[src/rtl/transform_sequencer_if.sv]
// transform_sequencer_if
// Output pair stream between the transform sequencer and its consumer
// (display or UART formatter).
//   out_valid  pair valid (master -> slave)
//   out_ready  consumer accepts the pair (slave -> master)
//   out_lhs    mem word [15:8]
//   out_rhs    mem word [7:0]
//   out_last   final pair of a line, qualified by out_valid
interface transform_sequencer_if;
  logic       out_valid;
  logic       out_ready;
  logic [7:0] out_lhs;
  logic [7:0] out_rhs;
  logic       out_last;

  modport master (
    output out_valid, out_lhs, out_rhs, out_last,
    input  out_ready
  );

  modport slave (
    input  out_valid, out_lhs, out_rhs, out_last,
    output out_ready
  );
endinterface

[src/rtl/transform_sequencer.sv]
// transform_sequencer
// Plays back one transform line from character memory as (lhs, rhs) pairs.
// Looks up the line's {length, start} descriptor through the external
// mapper, walks the memory addresses (8-bit wrap) and hands each word to
// the consumer over a valid/ready handshake.
//
// Ports:
//   clk, rst_n   clock, async active-low reset
//   start        playback request, sampled in IDLE only
//   line_sel     line index to play
//   busy         high whenever not IDLE
//   map_line     registered line index to the combinational mapper
//   map_ptr      mapper result: [15:8] length, [7:0] start address
//   mem_addr     registered memory address, 8'hFF when idle
//   mem_dout     registered memory read data (one cycle after mem_addr)
//   done         one-cycle pulse at the end of every playback
//   err          one-cycle pulse with done for an out-of-range line
//   pair_bus     output pair stream (master side)
//
// Build option: define TRANSFORM_SEQ_AUTO_ADVANCE_EN to continue through
// all following lines after the selected one, with a single done at the end.
//
// state   | meaning
// IDLE    | waiting for start
// MAP     | latch length/base from the mapper, first address out
// ISSUE   | address held while memory samples it
// WAIT    | capture read data into the pair registers
// PRESENT | pair valid, held until out_ready
// DONE    | done (and err) pulse, back to IDLE
module transform_sequencer #(
  parameter int unsigned NUM_LINES = 2
) (
  input  logic        clk,
  input  logic        rst_n,
  input  logic        start,
  input  logic [7:0]  line_sel,
  output logic        busy,
  output logic [7:0]  map_line,
  input  logic [15:0] map_ptr,
  output logic [7:0]  mem_addr,
  input  logic [15:0] mem_dout,
  output logic        done,
  output logic        err,
  transform_sequencer_if.master pair_bus
);

  typedef enum logic [2:0] {
    IDLE, MAP, ISSUE, WAIT, PRESENT, DONE
  } state_t;

  state_t     state;
  logic [7:0] len;
  logic [7:0] base;
  logic [7:0] idx;
  logic       out_valid;
  logic [7:0] out_lhs;
  logic [7:0] out_rhs;
  logic       out_last;

`ifdef TRANSFORM_SEQ_AUTO_ADVANCE_EN
  // 9 bits so line 255 + 1 cannot alias back to 0
  logic [8:0] next_line;
  assign next_line = {1'b0, map_line} + 9'd1;
`endif

  assign busy               = (state != IDLE);
  assign pair_bus.out_valid = out_valid;
  assign pair_bus.out_lhs   = out_lhs;
  assign pair_bus.out_rhs   = out_rhs;
  assign pair_bus.out_last  = out_last;

  always_ff @(posedge clk or negedge rst_n) begin
    if (!rst_n) begin
      state     <= IDLE;
      map_line  <= 8'd0;
      mem_addr  <= 8'hFF;
      len       <= 8'd0;
      base      <= 8'd0;
      idx       <= 8'd0;
      out_valid <= 1'b0;
      out_lhs   <= 8'd0;
      out_rhs   <= 8'd0;
      out_last  <= 1'b0;
      done      <= 1'b0;
      err       <= 1'b0;
    end else begin
      done <= 1'b0;
      err  <= 1'b0;
      case (state)
        IDLE: begin
          if (start) begin
            map_line <= line_sel;
            if ({24'd0, line_sel} >= NUM_LINES) begin
              done  <= 1'b1;
              err   <= 1'b1;
              state <= DONE;
            end else begin
              state <= MAP;
            end
          end
        end
        MAP: begin
          len      <= map_ptr[15:8];
          base     <= map_ptr[7:0];
          idx      <= 8'd0;
          mem_addr <= map_ptr[7:0];
          if (map_ptr[15:8] == 8'd0) begin
            done     <= 1'b1;
            mem_addr <= 8'hFF;
            state    <= DONE;
          end else begin
            state <= ISSUE;
          end
        end
        ISSUE: state <= WAIT;
        WAIT: begin
          out_lhs   <= mem_dout[15:8];
          out_rhs   <= mem_dout[7:0];
          out_last  <= (idx == len - 8'd1);
          out_valid <= 1'b1;
          state     <= PRESENT;
        end
        PRESENT: begin
          if (pair_bus.out_ready) begin
            out_valid <= 1'b0;
            if (out_last) begin
`ifdef TRANSFORM_SEQ_AUTO_ADVANCE_EN
              if ({23'd0, next_line} < NUM_LINES) begin
                map_line <= next_line[7:0];
                state    <= MAP;
              end else begin
                done     <= 1'b1;
                mem_addr <= 8'hFF;
                state    <= DONE;
              end
`else
              done     <= 1'b1;
              mem_addr <= 8'hFF;
              state    <= DONE;
`endif
            end else begin
              idx      <= idx + 8'd1;
              mem_addr <= base + idx + 8'd1;
              state    <= ISSUE;
            end
          end
        end
        DONE: begin
          mem_addr <= 8'hFF;
          state    <= IDLE;
        end
        default: state <= IDLE;
      endcase
    end
  end

endmodule

[src/flat_wrapper.sv]
// flat-port wrapper written by rule: the top's interface ports become plain ports
module transform_sequencer_flat 
#(
  parameter int unsigned NUM_LINES = 2
)
  (clk, rst_n, start, line_sel, busy, map_line, map_ptr, mem_addr, mem_dout, done, err, pair_bus_out_valid, pair_bus_out_lhs, pair_bus_out_rhs, pair_bus_out_last, pair_bus_out_ready);
  transform_sequencer_if pair_bus_i ();
  input  logic clk;
  input  logic rst_n;
  input  logic start;
  input  logic [7:0] line_sel;
  output logic busy;
  output logic [7:0] map_line;
  input  logic [15:0] map_ptr;
  output logic [7:0] mem_addr;
  input  logic [15:0] mem_dout;
  output logic done;
  output logic err;
  output wire logic [$bits(pair_bus_i.out_valid)-1:0] pair_bus_out_valid;
  output wire logic [$bits(pair_bus_i.out_lhs)-1:0] pair_bus_out_lhs;
  output wire logic [$bits(pair_bus_i.out_rhs)-1:0] pair_bus_out_rhs;
  output wire logic [$bits(pair_bus_i.out_last)-1:0] pair_bus_out_last;
  input wire logic [$bits(pair_bus_i.out_ready)-1:0] pair_bus_out_ready;
  assign pair_bus_out_valid = pair_bus_i.out_valid;
  assign pair_bus_out_lhs = pair_bus_i.out_lhs;
  assign pair_bus_out_rhs = pair_bus_i.out_rhs;
  assign pair_bus_out_last = pair_bus_i.out_last;
  assign pair_bus_i.out_ready = pair_bus_out_ready;
  transform_sequencer #(.NUM_LINES(NUM_LINES)) u_core (.clk(clk), .rst_n(rst_n), .start(start), .line_sel(line_sel), .busy(busy), .map_line(map_line), .map_ptr(map_ptr), .mem_addr(mem_addr), .mem_dout(mem_dout), .done(done), .err(err), .pair_bus(pair_bus_i));
endmodule
[config.mk]
export PLATFORM = sky130hd
export DESIGN_NAME = transform_sequencer_flat
export DESIGN_NICKNAME = d
export VERILOG_FILES = /design/src/rtl/transform_sequencer_if.sv /design/src/rtl/transform_sequencer.sv /design/src/flat_wrapper.sv
export SDC_FILE = /design/constraint.sdc
export NUM_CORES = 1
export LEC_CHECK = 0
export ABC_AREA = 1
export BUFFER_PORTS_ARGS = -buffer_cell sky130_fd_sc_hd__buf_2
export CAP_MARGIN = 20
export CORE_MARGIN = 4
export CORE_UTILIZATION = 50
export DETAILED_ROUTE_END_ITERATION = 8
export PLACE_DENSITY = 0.73
export SKIP_CTS_REPAIR_TIMING = 1
export SYNTH_ARGS = -nofsm -noshare
export SYNTH_HDL_FRONTEND = slang
export SYNTH_SLANG_ARGS = --single-unit
[constraint.sdc]
create_clock -name clk -period 2.4 [get_ports clk]
set_clock_uncertainty 0.1 [all_clocks]
set_input_delay 0.12 -clock clk [delete_from_list [all_inputs] [get_ports clk]]
set_output_delay 0.12 -clock clk [all_outputs]
set_load 0.01 [all_outputs]
* After elaboration in Yosys (flattened, before gate mapping)
Index checks and enable logic that the tools add are counted.
Widths: inputs -> output; s select.
** Word-level totals
- Flip-flop bits (word level) :: 63
- Bits of input ports :: 44
- Output and inout port bits :: 37
** Cells by class
- Add/sub/neg operators :: 4
- Order comparisons :: 1
- Equal/unequal tests :: 9
- Mux-type cells :: 22
- Reduce and logical (&&, ||, !) cells :: 11
** Operators by type and width (count)
- $mux 8 :: 5
- $pmux 8 s3 :: 1
- $add 8x1->8 const B :: 2
- $pmux 8 s2 :: 1
- $mux 3 :: 5
- $pmux 3 s5 :: 1
- $add 8x8->8 :: 1
- $eq 8x8->1 :: 1
- $ge 8x2->1 const B :: 1
- $logic_not 8->1 :: 1
- $reduce_and 2->1 :: 4
- $sub 8x1->8 const B :: 1
- $mux 1 :: 7
- $eq 3x2->1 const B :: 2
- $eq 3x3->1 const B :: 2
- $ne 2x2->1 const B :: 3
- $reduce_bool 3->1 :: 2
- $reduce_bool 2->1 :: 2
- $eq 3x1->1 const B :: 1
- $logic_not 3->1 :: 1
- $pmux 1 s3 :: 1
- $reduce_and 3->1 :: 1
- $pmux 1 s2 :: 1

* Logic depth before layout (Yosys ltp)
- Word-level depth :: 5
- Mapped depth :: 12

* Worst setup path before layout
OpenSTA, ideal clock, no wires.
- Path type :: register to register
- From :: register u_core.idx[0]
- To :: register u_core.mem_addr[4]
- Library setup time :: 0.060 ns
- Arrival time :: 1.550 ns
- Required time :: 2.240 ns
- Path slack :: 0.690 ns
- Stages on the path, launching flop included :: 10
- Period minus slack after synthesis :: 1.710 ns
- Cells stage by stage :: dfrtp_1 -> inv_1 -> ha_1 -> fa_1 -> inv_1 -> nand3_1 -> a21oi_1 -> nand3b_1 -> nand3_1 -> nand2_1
** Between the ends
- Word-level cells in the longest chain between the ends :: 5
** RTL lines
- start: declaration :: RTL line transform_sequencer.sv:54 : logic [7:0] idx;
- start signal: assignment :: RTL line transform_sequencer.sv:142 : idx <= idx + 8'd1;
- $add 8x8->8 :: RTL line transform_sequencer.sv:143 : mem_addr <= base + idx + 8'd1;
- $add 8x1->8 :: RTL line transform_sequencer.sv:143
- $mux 8 :: RTL line transform_sequencer.sv:126 : if (out_last) begin
- $mux 8 :: RTL line transform_sequencer.sv:124 : if (pair_bus.out_ready) begin
- $pmux 8 s3 :: RTL line transform_sequencer.sv:89 : case (state)
- end signal: assignment :: RTL line transform_sequencer.sv:106 : mem_addr <= map_ptr[7:0];
- end signal: assignment :: RTL line transform_sequencer.sv:143
- end: declaration :: RTL line transform_sequencer.sv:40 : output logic [7:0] mem_addr,
Every way passes these cells. The select of a mux whose other input is x is not followed.
A chain may end at the register's enable or synchronous reset.

* Worst setup path after layout
Ends and elaborated chain as after synthesis.

==> out/metrics.cfg <==
[status]
status=complete, but fails checks
failed_checks=hold timing

[layout]
nets=644
area_growth_pct=30.24
antennaDiodeCount=0
final_layout_size_suffix_gt1_share_pct=20.34

[power_and_ir_drop]
pwr_density_cell_mw_per_mm2=1145
p_leak_nw=2.514
p_comb_share_pct=45.3
seq_power_share_pct=36.8
p_int_mw=2.989
clockPowerShare_pct=17.9
swShare_pct=42.68
p_sw_mw=2.225
ir_worst_vdd_v=0.0006568

[placed_design]
pre_cts_ws_ps=580.6
dp_hpwl_um=6081
io_buffer_count=80
gp_congestion=0.8721

[detailed_routing]
wl_per_cell_um=12.80
ant_nets=0
viasPerCell=4.932
vias=3408
routed_wl_um=8845
first_pass_iters=6
first_iter_violations=193
drc=0

[yosys]
syn_area_sq_mm=0.003496
ys_types=28
synth.avg_cell_area_sq_um=7.470
ys_seq_area_share_pct=45.38
synth-seq-cells=63
syn_inst=468
yosys_warnings=0
synth_fp_nets=522

[timing]
holdWs_ps=-30.82
worst_slew_pin_slew_ps=648.3
fmax_mhz=535.7
slew_headroom_pct=56.78
setup_slack_ps=533.4
finalCritPeriodShare_pct=77.78
setup_violations=0
setup_tns_ps=0
finalHoldViolations=4
rsz0062_at_grt=false
period_minus_slack_ps=1867
drv_slew=0

[setup_path]
end_kind=flop
critPathRequiredTime_ps=2580
path_max_fanout=4
crit_type=reg2reg
critPathSlowestCell=dfrtp_1
critPathArrivalTime_ps=2040
max_stage_delay_ps=400
worstPathCellList=inv_1, ha_1, fa_1, inv_1, nand3_1, a21oi_1, nand3b_1, nand3_1, nand2_1
setup.worst_path.start_class=flop

[clock_tree]
tritoncts=yes
cts_buffer_depth=2
cts_root_buffer=clkbuf_8
cts.sinks=63
clk_latency_ps=330
numCtsBuffers=9
cts_max_level=3
clk_pin_slew_worst_paths_ps=70

[die]
io-pin-count=81
num_rows=30
die_area_sq_mm=0.008393
core_sq_mm=0.006794
die_y_um=91.62
initial_core_util_pct=51.45
die_w_um=91.62

[global_routing]
grt_usage_pct=20.10
antenna_found_initial=0
grt_first_pass_wirelength_um=13760
overflow=0
grt_pass1_vias=3172
grt_max_degree=38

[job]
drv_cap=0

[worst_hold_path]
hold_path.class=in2reg

through the flow:
stage	power, mW	cells	area [sq um]	hold slack [ps]	utilization, %
floorplan	3.532	468	3496	-275.6	-
global placement	4.149	637	3974	68.79	58.49
detailed placement	4.218	637	3974	86.19	58.49
CTS	5.162	653	4173	-280.7	61.42
global route	5.674	691	4553	1.088	67.02
finish	5.214	691	4553	-30.82	67.02
worst max-delay path: cells and delay by family, from the launching register on:
kind / cells / cell delay [ps]
adders and majority gates: 2 / 630
buffers and inverters: 2 / 190
and+or+nand+nor: 4 / 350
AOI/OAI and AO/OA: 1 / 150
DFF: 1 / 400
sequential cells by signal, indices dropped and copies added (netlist names):
name and count:
u_core.base 8, u_core.done 1, u_core.err 1, u_core.idx 8, u_core.len 8, u_core.map_line 8
u_core.mem_addr 8, u_core.pair_bus.out_last 1, u_core.pair_bus.out_lhs 8, u_core.pair_bus.out_rhs 8, u_core.pair_bus.out_valid 1, u_core.state 3
cells in the mapped netlist (all sizes together):
cell | count | share of area, %
a21oi | 16 | 2.3
buf | 9 | 2.0
clkinv | 1 | 0.25
dfrtp | 55 | 39
dfstp | 8 | 6.0
fa | 1 | 0.57
ha | 9 | 3.2
inv | 66 | 7.1
mux2 | 3 | 0.97
nand2 | 180 | 20
nand3 | 31 | 5.1
nand3b | 2 | 0.43
nand4 | 10 | 1.8
nor2 | 39 | 4.5
nor3 | 4 | 0.57
o21ai | 25 | 3.6
or2 | 1 | 0.18
xnor2 | 4 | 1.0
xor2 | 4 | 1.0
kinds of logic after synthesis:
kind of cell / synth area share [%]
flip-flops: 45.38
AND/OR/NAND/NOR: 32.64
buffers and inverters: 9.341
AO/OA/AOI/OAI: 5.870
multiplexers: 0.9663
XOR/XNOR: 2.004
adder cells (fa/ha/maj): 3.794
per-layer routing:
layer,wire length (um),share of wire [%],track usage (%)
met5,0,0,0
met4,188,2.1,9.296
met3,492,5.6,3.610
met2,4271,48,33.23
met1,3892,44,25.56
placed cells by master, fill, tap and decap left out, drive strengths merged:
| cell type | synthesis | routed |
|---|---|---|
| dfstp | 8 | 8 |
| dlygate4sd3 | 0 | 38 |
| clkinv | 1 | 2 |
| xnor2 | 4 | 4 |
| nand4 | 10 | 10 |
| a21oi | 16 | 16 |
| xor2 | 4 | 4 |
| nor3 | 4 | 4 |
| mux2 | 3 | 3 |
| o21ai | 25 | 25 |
| inv | 66 | 66 |
| ha | 9 | 9 |
| clkinvlp | 0 | 3 |
| dfrtp | 55 | 55 |
| nand3 | 31 | 31 |
| nor2 | 39 | 39 |
| or2 | 1 | 1 |
| nand3b | 2 | 2 |
| clkbuf | 0 | 11 |
| bufinv | 0 | 1 |
| nand2 | 180 | 180 |
| fa | 1 | 1 |
| buf | 9 | 82 |
final timing paths:
check | start | end | slack [ps] | cells past startpoint
min in group asynchronous | rst_n | u_core.map_line[1] | 260 | 2
max | u_core.idx[0] | u_core.mem_addr[4] | 530 | 9
max in group asynchronous | rst_n | u_core.mem_addr[1] | 1240 | 3
max reg2reg | u_core.idx[0] | u_core.mem_addr[4] | 530 | 9
min reg2reg | u_core.mem_addr[7] | u_core.mem_addr[7] | 370 | 2
min | map_ptr[8] | u_core.len[0] | -30 | 3
cell type report:
class	instances	area [sq um]
timing repair buffer	120	808.3
clock buffer	11	141.4
sequential	63	1587
multi-input combinational	329	1583
inverter	67	256.5
tap	96	120.1
clock inverter	5	57.56
fill	542	2241
power by group through the flow:
stage	Combinational [mW]	Sequential, mW	Clock (mW)
after floorplan	1.51	2.02	0
after global placement	2.23	1.91	0
after detailed placement	2.30	1.92	0
after CTS	2.30	1.91	0.951
after global routing	2.70	1.98	0.992
final	2.36	1.92	0.935
Note: power is estimated with default switching activity, not from simulation.
